File: config.mk
export PLATFORM = sky130hd
export DESIGN_NAME = decoder_2x4_pipe
export DESIGN_NICKNAME = d
export VERILOG_FILES = /design/src/rtl/decoder_2x4_pipe.sv
export SDC_FILE = /design/constraint.sdc
export NUM_CORES = 1
export LEC_CHECK = 0
export CAP_MARGIN = 20
export CORE_MARGIN = 4
export CORE_UTILIZATION = 25
export CTS_CLUSTER_SIZE = 40
export DETAILED_ROUTE_END_ITERATION = 6
export MAX_ROUTING_LAYER = met4
export PLACE_DENSITY = 0.49
export SYNTH_ARGS = -nofsm -noshare
export SYNTH_HDL_FRONTEND = slang
export SYNTH_SLANG_ARGS = --single-unit
File: constraint.sdc
create_clock -name clk -period 1.9 [get_ports clk]
set_clock_uncertainty 0.05 [all_clocks]
set_input_delay 0.38 -clock clk [delete_from_list [all_inputs] [get_ports clk]]
set_output_delay 0.38 -clock clk [all_outputs]
set_load 0.1 [all_outputs]
File: src/rtl/decoder_2x4_pipe.sv
// Registered N-to-2**N one-hot decoder with valid/ready on both sides and a 2-entry skid buffer.
// Optional macro DEC_COUNT_EN adds a saturating accepted-transfer counter on port dec_count.
module decoder_2x4_pipe #(
    parameter int N       = 2,
    parameter int COUNT_W = 16
) (
    input  logic             clk,
    input  logic             rst,
    input  logic             in_valid,
    output logic             in_ready,
    input  logic [N-1:0]     in_code,
    input  logic             in_en,
    output logic             out_valid,
    input  logic             out_ready,
    output logic [2**N-1:0]  out_onehot
`ifdef DEC_COUNT_EN
    ,
    output logic [COUNT_W-1:0] dec_count
`endif
);

    localparam int W = 2**N;

    typedef enum logic [1:0] {
        EMPTY,
        ONE,
        FULL
    } state_t;

    state_t         state_q, state_d;
    logic [W-1:0]   main_q, main_d;
    logic [W-1:0]   skid_q, skid_d;
    logic [W-1:0]   word;
    logic           in_xfer;
    logic           out_xfer;

    // Ready depends only on registered state, never on out_ready.
    assign in_ready   = !rst && (state_q != FULL);
    assign out_valid  = (state_q != EMPTY);
    assign out_onehot = main_q;

    assign in_xfer  = in_valid && in_ready;
    assign out_xfer = out_valid && out_ready;

    always_comb begin
        word = '0;
        if (in_en) begin
            word[in_code] = 1'b1;
        end
    end

    always_comb begin
        state_d = state_q;
        main_d  = main_q;
        skid_d  = skid_q;
        unique case (state_q)
            EMPTY: begin
                if (in_xfer) begin
                    main_d  = word;
                    state_d = ONE;
                end
            end
            ONE: begin
                if (in_xfer && out_xfer) begin
                    main_d = word;
                end else if (in_xfer) begin
                    skid_d  = word;
                    state_d = FULL;
                end else if (out_xfer) begin
                    state_d = EMPTY;
                end
            end
            FULL: begin
                if (out_xfer) begin
                    main_d  = skid_q;
                    state_d = ONE;
                end
            end
            default: begin
                state_d = EMPTY;
            end
        endcase
    end

    always_ff @(posedge clk or posedge rst) begin
        if (rst) begin
            state_q <= EMPTY;
            main_q  <= '0;
            skid_q  <= '0;
        end else begin
            state_q <= state_d;
            main_q  <= main_d;
            skid_q  <= skid_d;
        end
    end

`ifdef DEC_COUNT_EN
    logic [COUNT_W-1:0] cnt_q, cnt_d;

    // Saturates at all-ones instead of wrapping.
    always_comb begin
        cnt_d = cnt_q;
        if (in_xfer && (cnt_q != {COUNT_W{1'b1}})) begin
            cnt_d = cnt_q + COUNT_W'(1);
        end
    end

    always_ff @(posedge clk or posedge rst) begin
        if (rst) begin
            cnt_q <= '0;
        end else begin
            cnt_q <= cnt_d;
        end
    end

    assign dec_count = cnt_q;
`endif

endmodule

==> flow_summary_export.csv <==
group,metric,value,unit
sta,post-route-period-util,90.50,%
finish,area_delta_synth_final,47.74,%
grt,grt_pass1_wl,1718,um
finish,fillers,190,
logic_synthesis,synthesis.area,526.8,um2
critical_path,end_kind,"output port",
critical_path,cpMaxStageDelayCell,"dfrtp_1",
cts,cts.sinks,10,
finish,final_nets,66,
power,p_per_area,924.0,nW/um2
sta,period_minus_slack,1.720,ns
logic_synthesis,synth.avg_cell_area,13.17,um2
logic_synthesis,synth_top_cells_by_area,"dfrtp_1 (48%), mux2_2 (17%), mux2_1 (8.6%)",
sta,finalHoldViolCount,0,
floorplanning,initial_core_util,26.58,%
placed_design,hpwl,772.8,um
flow_run,cap_violations,0,
grt,grt_antenna_before_repair,0,
sta,fmax,0.5816,GHz
floorplanning,die_w,53.90,um
placed_design,place.gp.congestion,0.6729,
cts,clkTransAtPathRegs,0.06,ns
sta,rsz0062_at_grt,"no",
logic_synthesis,yosysWarnings,0,
detailed_routing,num_vias,380,
sta,drv_slew,0,
sta,relSlewSlack,80.11,%
detailed_routing,drc,0,
floorplanning,row_count,16,
cts,clockBufferDepth,2,
finish,n_antenna_cell,0,
finish,layout_common_cells,"dfrtp_1 (10), mux2_2 (8), clkdlybuf4s50_1 (6), buf_12 (6), mux2_1 (4)",
critical_path,crit_path_max_fanout,7,
placed_design,portBuffers,12,
logic_synthesis,syn_inst,40,
cts,cts-buffers-inserted,3,
floorplanning,die_y,53.90,um
sta,setup_violations,0,
grt,grt_start_max_net_pins,11,
finish,drive_gt1_share,40.35,%
run_status,outcome,"complete, no violations",
cts,cts_setup_buffers,0,
cts,clkLatencyLatePin,0.26,ns
cts,cts_tree,"yes",
logic_synthesis,yosys.area.top_type,"dfrtp_1",
detailed_routing,avgViaCountPerCell,4.524,
cts,ctsHoldBuffers,0,
critical_path,worst-setup-path-type,"flop to output port",
detailed_routing,drt_iter0_markers,7,
power,p_leak,0.3652,nW
logic_synthesis,ys_types,19,
logic_synthesis,synth_nets,47,
critical_path,cpPeakStageDelay,0.51,ns
cts,h-tree-depth,1,
logic_synthesis,synth_seq_area_share,47.51,%
sta,final.setup.worst_slack,0.1805,ns
placed_design,post-place-ws,0.007649,ns
power,ir_drop,0.3714,mV
cts,root_buffer,"clkbuf_4",
finish,final_common_cell,"dfrtp_1",
detailed_routing,firstDrtPassIters,4,
cts,cts_resized,0,
critical_path,crit_arrival,1.29,ns
sta,worst_pin_slew,0.2978,ns
detailed_routing,wl_per_cell,11.51,um
critical_path,required,1.47,ns
worst_hold_path,hold_class,"primary input to async pin",
critical_path,worst_setup_path_start_kind,"flop",
logic_synthesis,yosys_register_bits,10,
grt,grt_use_total,8.690,%
detailed_routing,wirelength,967,um
critical_path,path_cells,"nand2b_4 > and2_2 > buf_12",
logic_synthesis,synth_top_cell_area_share,47.51,%
grt,grt_pass1_vias,424,
floorplanning,die_area,2905,um2
floorplanning,design.core.area,1982,um2
detailed_routing,detail-route-antenna-nets,0,
grt,grt_overflow_total,0,
floorplanning,io_pins,13,
sta,fin_setup_tns,0,ns
-- area by class of cell --
| class | instances | area [um2] | share of cell area [%] |
|---|---|---|---|
| Sequential cell | 10 | 250.2 | 32.15 |
| Tap cell | 27 | 33.78 | 4.341 |
| Clock buffer | 3 | 22.52 | 2.894 |
| Inverter | 1 | 3.754 | 0.4823 |
| Timing Repair Buffer | 14 | 195.2 | 25.08 |
| Multi-Input combinational cell | 29 | 272.8 | 35.05 |
-- routing by layer --
metal / vias to the layer above / part of all wire [%] / track usage (%)
met3: 0 / 6.2 / 2.493
met2: 9 / 49 / 13.31
met5: - / 0 / -
met4: 0 / 0 / 5.106
li1: 179 / - / -
met1: 192 / 45 / 10.03
-- sequential cells by signal (all words and copies together) (netlist names) --
name and cells:
state_q 2, out_onehot 4, skid_q 4
-- cell usage after synthesis --
cell type	count
o31ai_4	1
mux2i_1	1
dfrtp_1	10
or2_2	1
nand2_1	1
nor3b_1	2
mux2_2	8
inv_1	1
o21ai_0	1
o22ai_1	1
nand2b_4	1
and3_1	1
mux2_1	4
nand2b_1	1
nor2b_1	1
nand3b_1	1
a21oi_1	1
and2_2	1
and3b_1	2
-- kinds of logic after synthesis --
family / synth area share (%)
multiplexers: 27.55
buffers and inverters: 0.7119
AND/OR/NAND/NOR: 17.10
AO/OA/AOI/OAI: 7.125
flip-flops: 47.51
-- through the flow --
stage / power (mW) / utilization [%] / cells / hold slack [ns] / instance area, um2
3_3_place_gp: 0.5865 / 38.13 / 81 / 0.4317 / 755.7
5_1_grt: 0.7517 / 39.27 / 84 / 0.4654 / 778.2
2_1_floorplan: 0.4674 / - / 40 / 0.1752 / 526.8
3_5_place_dp: 0.5876 / 38.13 / 81 / 0.4383 / 755.7
4_1_cts: 0.7292 / 39.27 / 84 / 0.4429 / 778.2
6_report: 0.7191 / 39.27 / 84 / 0.4319 / 778.2
-- worst paths after layout --
kind,from,end,slack [ns],depth (start not counted)
max,state_q[1]$_DFFE_PP0P_,in_ready,0.18,3
max reg2reg,state_q[1]$_DFFE_PP0P_,skid_q[2]$_DFFE_PP0P_,0.40,3
min in group clk,skid_q[1]$_DFFE_PP0P_,skid_q[1]$_DFFE_PP0P_,0.45,1
min reg2reg,skid_q[1]$_DFFE_PP0P_,skid_q[1]$_DFFE_PP0P_,0.45,1
max in group asynchronous,rst,skid_q[1]$_DFFE_PP0P_,1.23,3
min,rst,out_onehot[0]$_DFFE_PP0P_,0.43,3
-- critical path: cells and delay by family (launching register included) --
kind / cells / cell delay (ns)
and+or+nand+nor: 2 / 0.35
buffers and inverters: 1 / 0.16
DFF: 1 / 0.51
-- power by group --
group | leakage [nW] | switching [mW] | internal, mW | total, mW
sequential | 0.134 | 0.0264 | 0.245 | 0.271
clock | 0.0138 | 0.0660 | 0.0729 | 0.139
combinational | 0.217 | 0.180 | 0.129 | 0.309
total | 0.365 | 0.272 | 0.447 | 0.719
(Power assumes the default switching activity.)
